==> src/rtl/i2c_write_queue_pkg.sv <==
// i2c_write_queue_pkg: shared widths, FSM state encoding and queue entry layout
// for the I2C write queue.
package i2c_write_queue_pkg;

  localparam int I2C_ADDR_W = 7;
  localparam int I2C_DATA_W = 8;
  localparam int ENTRY_W    = I2C_ADDR_W + I2C_DATA_W;

  // Launch/handshake FSM states.
  typedef enum logic [1:0] {
    IDLE  = 2'd0,
    ISSUE = 2'd1,
    WAIT  = 2'd2,
    RESP  = 2'd3
  } state_t;

  // One queued write: address in the upper bits, data byte in the lower.
  typedef struct packed {
    logic [I2C_ADDR_W-1:0] addr;
    logic [I2C_DATA_W-1:0] data;
  } entry_t;

endpackage

==> src/rtl/i2c_write_queue_if.sv <==
// i2c_write_queue_if: host request/response channels plus the bus-block
// launch/completion signals. 'slave' is the queue's view, 'master' is the
// view of whatever drives it (host and bus block together).
interface i2c_write_queue_if #(
  parameter int AW = 3
);
  import i2c_write_queue_pkg::*;

  // Host request channel
  logic                  wr_valid;
  logic                  wr_ready;
  logic [I2C_ADDR_W-1:0] wr_addr;
  logic [I2C_DATA_W-1:0] wr_data;

  // Bus block side
  logic                  go;
  logic [I2C_ADDR_W-1:0] addrIn;
  logic [I2C_DATA_W-1:0] Data;
  logic                  done;
  logic                  success;

  // Host response channel
  logic                  rsp_valid;
  logic                  rsp_ready;
  logic                  rsp_ok;
  logic                  rsp_tmo;
  logic [I2C_ADDR_W-1:0] rsp_addr;

  // Occupancy
  logic [AW:0]           level;

  modport slave (
    input  wr_valid, wr_addr, wr_data, done, success, rsp_ready,
    output wr_ready, go, addrIn, Data, rsp_valid, rsp_ok, rsp_tmo, rsp_addr, level
  );

  modport master (
    output wr_valid, wr_addr, wr_data, done, success, rsp_ready,
    input  wr_ready, go, addrIn, Data, rsp_valid, rsp_ok, rsp_tmo, rsp_addr, level
  );

endinterface

==> src/rtl/i2c_sync_fifo.sv <==
// i2c_sync_fifo: single-clock FIFO with a registered read head. dout is
// loaded on pop and held until the next pop, so it can drive the bus block
// directly for the whole transaction.
module i2c_sync_fifo #(
  parameter int WIDTH = 15,
  parameter int DEPTH = 8,
  parameter int AW    = 3
) (
  input  logic             mclk,
  input  logic             rst,
  input  logic             push,
  input  logic [WIDTH-1:0] din,
  input  logic             pop,
  output logic [WIDTH-1:0] dout,
  output logic             full,
  output logic             empty,
  output logic [AW:0]      level
);

  localparam logic [AW:0] FULL_LVL = (AW+1)'(DEPTH);

  logic [WIDTH-1:0] mem [DEPTH];
  logic [AW-1:0]    wr_ptr;
  logic [AW-1:0]    rd_ptr;
  logic [AW:0]      count;
  logic             do_push;
  logic             do_pop;

  // Full is judged on the registered count, so a pop in the same cycle
  // never opens a slot for a push until the next cycle.
  assign full    = (count == FULL_LVL);
  assign empty   = (count == '0);
  assign level   = count;
  assign do_push = push && !full;
  assign do_pop  = pop && !empty;

  // Storage write
  // NOTE: the storage array has no reset; contents are only ever read
  // behind the count, so clearing it would buy nothing.
  always_ff @(posedge mclk) begin
    if (do_push) mem[wr_ptr] <= din;
  end

  // Pointers, occupancy and registered read head
  // NOTE: state registers use non-blocking assignments so every flop
  // samples pre-edge values regardless of statement order.
  always_ff @(posedge mclk or posedge rst) begin
    if (rst) begin
      wr_ptr <= '0;
      rd_ptr <= '0;
      count  <= '0;
      dout   <= '0;
    end else begin
      if (do_push) wr_ptr <= wr_ptr + AW'(1);
      if (do_pop) begin
        rd_ptr <= rd_ptr + AW'(1);
        dout   <= mem[rd_ptr];
      end
      case ({do_push, do_pop})
        2'b10:   count <= count + (AW+1)'(1);
        2'b01:   count <= count - (AW+1)'(1);
        default: count <= count;
      endcase
    end
  end

endmodule

==> src/rtl/i2c_write_queue.sv <==
// i2c_write_queue: buffers host writes and launches them one at a time on the
// I2C master bus block, returning one ACK/NACK/timeout response per write.
// Optional feature macro: I2C_RETRY_EN -- when defined, a NACKed write is
// re-issued up to MAX_RETRY extra times before its response is returned.
module i2c_write_queue
  import i2c_write_queue_pkg::*;
#(
  parameter int DEPTH       = 8,
  parameter int AW          = 3,
`ifdef I2C_RETRY_EN
  parameter int MAX_RETRY   = 2,
`endif
  parameter int TIMEOUT_CYC = 4096
) (
  input logic              mclk,
  input logic              rst,
  i2c_write_queue_if.slave bus
);

  localparam int            TW         = $clog2(TIMEOUT_CYC);
  localparam logic [TW-1:0] TIMER_LAST = TW'(TIMEOUT_CYC - 1);

  state_t                state;
  state_t                state_nxt;
  entry_t                wr_entry;
  entry_t                head;
  logic                  fifo_full;
  logic                  fifo_empty;
  logic                  pop;
  logic                  done_q;
  logic                  done_rise;
  logic                  retry_ok;
  logic [TW-1:0]         timer;
  logic                  rsp_ok_q;
  logic                  rsp_tmo_q;
  logic [I2C_ADDR_W-1:0] rsp_addr_q;

  assign wr_entry = '{addr: bus.wr_addr, data: bus.wr_data};

  i2c_sync_fifo #(
    .WIDTH (ENTRY_W),
    .DEPTH (DEPTH),
    .AW    (AW)
  ) u_fifo (
    .mclk  (mclk),
    .rst   (rst),
    .push  (bus.wr_valid),
    .din   (wr_entry),
    .pop   (pop),
    .dout  (head),
    .full  (fifo_full),
    .empty (fifo_empty),
    .level (bus.level)
  );

  assign bus.wr_ready = !fifo_full;
  // The head register only changes on pop, so address/data stay put from
  // go through done, including across re-issues.
  assign bus.addrIn   = head.addr;
  assign bus.Data     = head.data;
  assign bus.rsp_ok   = rsp_ok_q;
  assign bus.rsp_tmo  = rsp_tmo_q;
  assign bus.rsp_addr = rsp_addr_q;

  // A done that is already high when WAIT is entered is not a completion;
  // only a low-to-high transition counts.
  assign done_rise = bus.done && !done_q;

`ifdef I2C_RETRY_EN
  localparam int RW = (MAX_RETRY < 1) ? 1 : $clog2(MAX_RETRY + 1);

  logic [RW-1:0] retry_cnt;

  // Retry counter: cleared on every pop, bumped on each re-issue after a NACK
  always_ff @(posedge mclk or posedge rst) begin
    if (rst) begin
      retry_cnt <= '0;
    end else if (pop) begin
      retry_cnt <= '0;
    end else if (state == WAIT && state_nxt == ISSUE) begin
      retry_cnt <= retry_cnt + RW'(1);
    end
  end

  assign retry_ok = (retry_cnt < RW'(MAX_RETRY));
`else
  assign retry_ok = 1'b0;
`endif

  // FSM state register
  always_ff @(posedge mclk or posedge rst) begin
    if (rst) state <= IDLE;
    else     state <= state_nxt;
  end

  // FSM next-state logic
  // NOTE: every combinational output gets a default first, so no path
  // through the case can leave it unassigned and infer a latch.
  always_comb begin
    state_nxt = state;
    case (state)
      IDLE:  if (!fifo_empty) state_nxt = ISSUE;
      ISSUE: state_nxt = WAIT;
      WAIT: begin
        if (done_rise) begin
          state_nxt = (!bus.success && retry_ok) ? ISSUE : RESP;
        end else if (timer == TIMER_LAST) begin
          state_nxt = RESP;
        end
      end
      RESP:    if (bus.rsp_ready) state_nxt = IDLE;
      default: state_nxt = IDLE;
    endcase
  end

  // FSM outputs: launch pulse, response valid, FIFO pop
  always_comb begin
    bus.go        = 1'b0;
    bus.rsp_valid = 1'b0;
    pop           = 1'b0;
    case (state)
      IDLE:    pop           = !fifo_empty;
      ISSUE:   bus.go        = 1'b1;
      RESP:    bus.rsp_valid = 1'b1;
      default: ;
    endcase
  end

  // Done edge history, WAIT timer and response capture
  always_ff @(posedge mclk or posedge rst) begin
    if (rst) begin
      done_q     <= 1'b0;
      timer      <= '0;
      rsp_ok_q   <= 1'b0;
      rsp_tmo_q  <= 1'b0;
      rsp_addr_q <= '0;
    end else begin
      done_q <= bus.done;
      if (state == ISSUE)     timer <= '0;
      else if (state == WAIT) timer <= timer + TW'(1);
      if (state == WAIT && state_nxt == RESP) begin
        rsp_ok_q   <= done_rise && bus.success;
        rsp_tmo_q  <= !done_rise;
        rsp_addr_q <= head.addr;
      end
    end
  end

endmodule
==> src/flat_wrapper.sv <==
// flat-port wrapper written by rule: the top's interface ports become plain ports
module i2c_write_queue_flat import i2c_write_queue_pkg::*;
#(
  parameter int DEPTH       = 8,
  parameter int AW          = 3,

  parameter int TIMEOUT_CYC = 4096
)
  (mclk, rst, bus_wr_valid, bus_wr_addr, bus_wr_data, bus_done, bus_success, bus_rsp_ready, bus_wr_ready, bus_go, bus_addrIn, bus_Data, bus_rsp_valid, bus_rsp_ok, bus_rsp_tmo, bus_rsp_addr, bus_level);
  i2c_write_queue_if #(.AW(AW)) bus_i ();
  input logic mclk;
  input logic rst;
  input wire logic [$bits(bus_i.wr_valid)-1:0] bus_wr_valid;
  input wire logic [$bits(bus_i.wr_addr)-1:0] bus_wr_addr;
  input wire logic [$bits(bus_i.wr_data)-1:0] bus_wr_data;
  input wire logic [$bits(bus_i.done)-1:0] bus_done;
  input wire logic [$bits(bus_i.success)-1:0] bus_success;
  input wire logic [$bits(bus_i.rsp_ready)-1:0] bus_rsp_ready;
  output wire logic [$bits(bus_i.wr_ready)-1:0] bus_wr_ready;
  output wire logic [$bits(bus_i.go)-1:0] bus_go;
  output wire logic [$bits(bus_i.addrIn)-1:0] bus_addrIn;
  output wire logic [$bits(bus_i.Data)-1:0] bus_Data;
  output wire logic [$bits(bus_i.rsp_valid)-1:0] bus_rsp_valid;
  output wire logic [$bits(bus_i.rsp_ok)-1:0] bus_rsp_ok;
  output wire logic [$bits(bus_i.rsp_tmo)-1:0] bus_rsp_tmo;
  output wire logic [$bits(bus_i.rsp_addr)-1:0] bus_rsp_addr;
  output wire logic [$bits(bus_i.level)-1:0] bus_level;
  assign bus_i.wr_valid = bus_wr_valid;
  assign bus_i.wr_addr = bus_wr_addr;
  assign bus_i.wr_data = bus_wr_data;
  assign bus_i.done = bus_done;
  assign bus_i.success = bus_success;
  assign bus_i.rsp_ready = bus_rsp_ready;
  assign bus_wr_ready = bus_i.wr_ready;
  assign bus_go = bus_i.go;
  assign bus_addrIn = bus_i.addrIn;
  assign bus_Data = bus_i.Data;
  assign bus_rsp_valid = bus_i.rsp_valid;
  assign bus_rsp_ok = bus_i.rsp_ok;
  assign bus_rsp_tmo = bus_i.rsp_tmo;
  assign bus_rsp_addr = bus_i.rsp_addr;
  assign bus_level = bus_i.level;
  i2c_write_queue #(.DEPTH(DEPTH), .AW(AW), .TIMEOUT_CYC(TIMEOUT_CYC)) u_core (.mclk(mclk), .rst(rst), .bus(bus_i));
endmodule
==> config.mk <==
export PLATFORM = sky130hd
export DESIGN_NAME = i2c_write_queue_flat
export DESIGN_NICKNAME = d
export VERILOG_FILES = /design/src/rtl/i2c_write_queue_pkg.sv /design/src/rtl/i2c_write_queue_if.sv /design/src/rtl/i2c_sync_fifo.sv /design/src/rtl/i2c_write_queue.sv /design/src/flat_wrapper.sv
export SDC_FILE = /design/constraint.sdc
export NUM_CORES = 1
export LEC_CHECK = 0
export CAP_MARGIN = 20
export CORE_MARGIN = 3
export CORE_UTILIZATION = 40
export DETAILED_ROUTE_END_ITERATION = 6
export HOLD_SLACK_MARGIN = 0.03
export PLACE_DENSITY_LB_ADDON = 0.25
export SLEW_MARGIN = 20
export SYNTH_ARGS = -nofsm -noshare
export SYNTH_HDL_FRONTEND = slang
export SYNTH_SLANG_ARGS = --single-unit
==> constraint.sdc <==
create_clock -name mclk -period 6.97 [get_ports mclk]
set_input_delay 1.7425 -clock mclk [delete_from_list [all_inputs] [get_ports mclk]]
set_output_delay 1.7425 -clock mclk [all_outputs]
set_load 0.03 [all_outputs]
==> impl_metrics.tcl <==
set metrics [dict create \
    synth_edf_count 120 \
    chipWidth_um 138 \
    first_pass_iters 4 \
    cts_resized 0 \
    ys_async_sr_fraction_pct 29.0 \
    synth_ff_type "edfxtp_1" \
    maxCapViolCount 0 \
    syn_nets 466 \
    rsz0062_at_grt "false" \
    critPathRequiredTime_ns 5.23 \
    rrSetupSlack_ns 3.97 \
    use_met1_pct 21.2 \
    fp.dieArea_um2 19200 \
    fin_skew_ns 0.00655 \
    finalPower_mw 3.75 \
    path_delay_family "buffers and inverters" \
    core-area_um2 16900 \
    leakagePower_nw 3.02 \
    synth.distinct_cells 47 \
    grt_usage_pct 15.1 \
    status "completed" \
    start_util_pct 41.6 \
    tightest_slew_ns 1.05 \
    rows 47 \
    layout_setup_ws_ns 3.26 \
    buffer_ports.inserted 51 \
    syn_area_um2 7020 \
    path_max_fanout 6 \
    grt_pass1_vias 4045 \
    area_growth_pct 20.6 \
    synth.avg_cell_area_um2 16.2 \
    top_usage_layer "met2" \
    postCtsSetupRepairBufs 0 \
    cts-root-buf "clkbuf_16" \
    cp_num_buf_inv 2 \
    grt_pass1_wl_mm 22.5 \
    vias_per_cell 5.29 \
    h-tree-depth 4 \
    r2r-start "u_core.u_fifo.level[0]" \
    fin_crit_ns 3.71 \
    arrival_ns 1.97 \
    cts_hold_buf 0 \
    critPathLaunchType "register" \
    met2_usage_pct 23.6 \
    crit_chain "inv_1 -> ha_1 -> clkdlybuf4s50_1" \
    worstSetupEndpointType "output pin" \
    clock.fmax_mhz 269 \
    wl_per_cell_um 18.8 \
    finalMaxSlewViolations 0 \
    fin_tns_setup_ns 0 \
    clkSinkCount 169 \
    antenna_found_initial 0 \
    clkSlewWorstSetupHoldPaths_ns 0.06 \
    die_h_um 138 \
    vias 3854 \
    critPathKind "reg2out" \
    min_path_type "reg2reg" \
    groute.layer.met3.usage_pct 3.97 \
    finalHoldViolCount 0 \
    setup_violations 0 \
    syn_inst 433 \
    drt_iter0_drc 278 \
    drc 0 \
    clock_latency_ns 0.42 \
    slew_headroom_pct 30.3 \
    ys_seq_elements 169 \
    slowest_stage "clkdlybuf4s50_1" \
    ant_nets 0 \
    hpwl_mm 8.62 \
    io_pins 52 \
    final_common_cell "edfxtp_1" \
    tritoncts "yes" \
    globalplace.congestion 0.743 \
    clockBufferDepth 2 \
    fin_nets 530 \
    max-vdd-ir-drop_mv 0.220 \
    numCtsBuffers 17 \
    grt_max_degree 50 \
    detailedPlace.worstSlack_ns 2.98 \
    drive_above_1_share_pct 18.1 \
    yosysWarnings 0 \
    power_density_nw_per_um2 443 \
    drt-total-wl_mm 13.7 \
    final_cell_mix "edfxtp_1 (120), clkdlybuf4s50_1 (51), nand2_1 (48), dfrtp_1 (48), mux4_2 (30)" \
    n_antenna_cell 0 \
    overflow 0 \
    yosysSeqAreaShare_pct 68.8 \
    max_stage_delay_ns 0.70 \
    period_share_pct 53.3 \
    worstSetupStartpoint "u_core.state[1]" \
    min-delay-start "u_core.u_fifo.dout[2]" \
]
## state kept, by name (all words and copies together), names as in the netlist
register,cells
u_core.bus.rsp_tmo,1
u_core.u_fifo.mem,120
u_core.u_fifo.wr_ptr,3
u_core.bus.rsp_ok,1
u_core.bus.rsp_addr,7
u_core.timer,12
u_core.done_q,1
u_core.state,2
u_core.u_fifo.dout,15
u_core.u_fifo.level,4
u_core.u_fifo.rd_ptr,3
## through the flow
| step | hold slack (ns) | util (%) | cells | instance area [um2] |
|---|---|---|---|---|
| floorplan | 0.493 | - | 433 | 7020 |
| global placement | 0.463 | 46.4 | 698 | 7830 |
| detailed placement | 0.470 | 46.4 | 698 | 7830 |
| CTS | 0.485 | 50.1 | 729 | 8460 |
| global route | 0.505 | 50.1 | 729 | 8460 |
| finish | 0.481 | 50.1 | 729 | 8460 |
## final cells by class
type                    count  area [um2]
fillers                  1366        8420
clock inverters            13         205
flip-flops and latches    169        4830
clock buffers              18         429
inverters                  12        45.0
multi-input cells         235        2080
repair buffers             62         593
well taps                 220         275
## report_power, final
group	leakage (nW)	internal, mW	switching, mW
clock network	0.308	0.611	0.399
registers	1.68	1.29	0.209
logic	1.03	0.564	0.672
## cell usage after synthesis (5+ instances only)
cell type  instances  area, um2
o211ai_1           9       67.6
mux4_2            30        676
ha_1              11        138
nor3_1            10       50.1
edfxtp_1         120       3600
nor3b_1           10       75.1
buf_2              5       25.0
nand2_1           48        180
o21ai_0           24        120
mux2i_1           15        150
xnor2_1           11       96.3
nor2_1            12       45.0
inv_1             12       45.0
nand3_1            8       40.0
o211ai_2           7       87.6
dfrtp_1           49       1230
## layer usage
layer / share of wire [%] / routed length, um
met2: 47 / 6490
met5: 0 / 0
met4: 0.85 / 116
met3: 4.2 / 581
met1: 47 / 6490
## worst min-delay path: cells and delay by family, from the launching register on
kind	cells	cell delay (ns)
flip-flops	1	0.34
AO/OA/AOI/OAI	1	0.06
AND/OR/NAND/NOR	1	0.04
## cell families after synthesis
group	count (synthesis)	share of synthesized area, %
AOI/OAI and AO/OA	54	5.53
buffers and inverters	29	1.92
adders and majority gates	12	2.25
and+or+nand+nor	110	7.91
xor gates and xnor gates	12	1.50
DFF	169	68.8
muxes	47	12.1
## path summary, 6_finish.rpt
path                                      endpoint  cells past startpoint
setup / recovery                            bus_go                      3
hold / removal               u_core.u_fifo.dout[2]                      2
setup reg to reg            u_core.u_fifo.level[3]                      9
hold reg to reg              u_core.u_fifo.dout[2]                      2
max in group asynchronous  u_core.u_fifo.rd_ptr[0]                      3
min in group asynchronous  u_core.u_fifo.wr_ptr[0]                      3
Note: power is estimated with default switching activity, not from simulation.
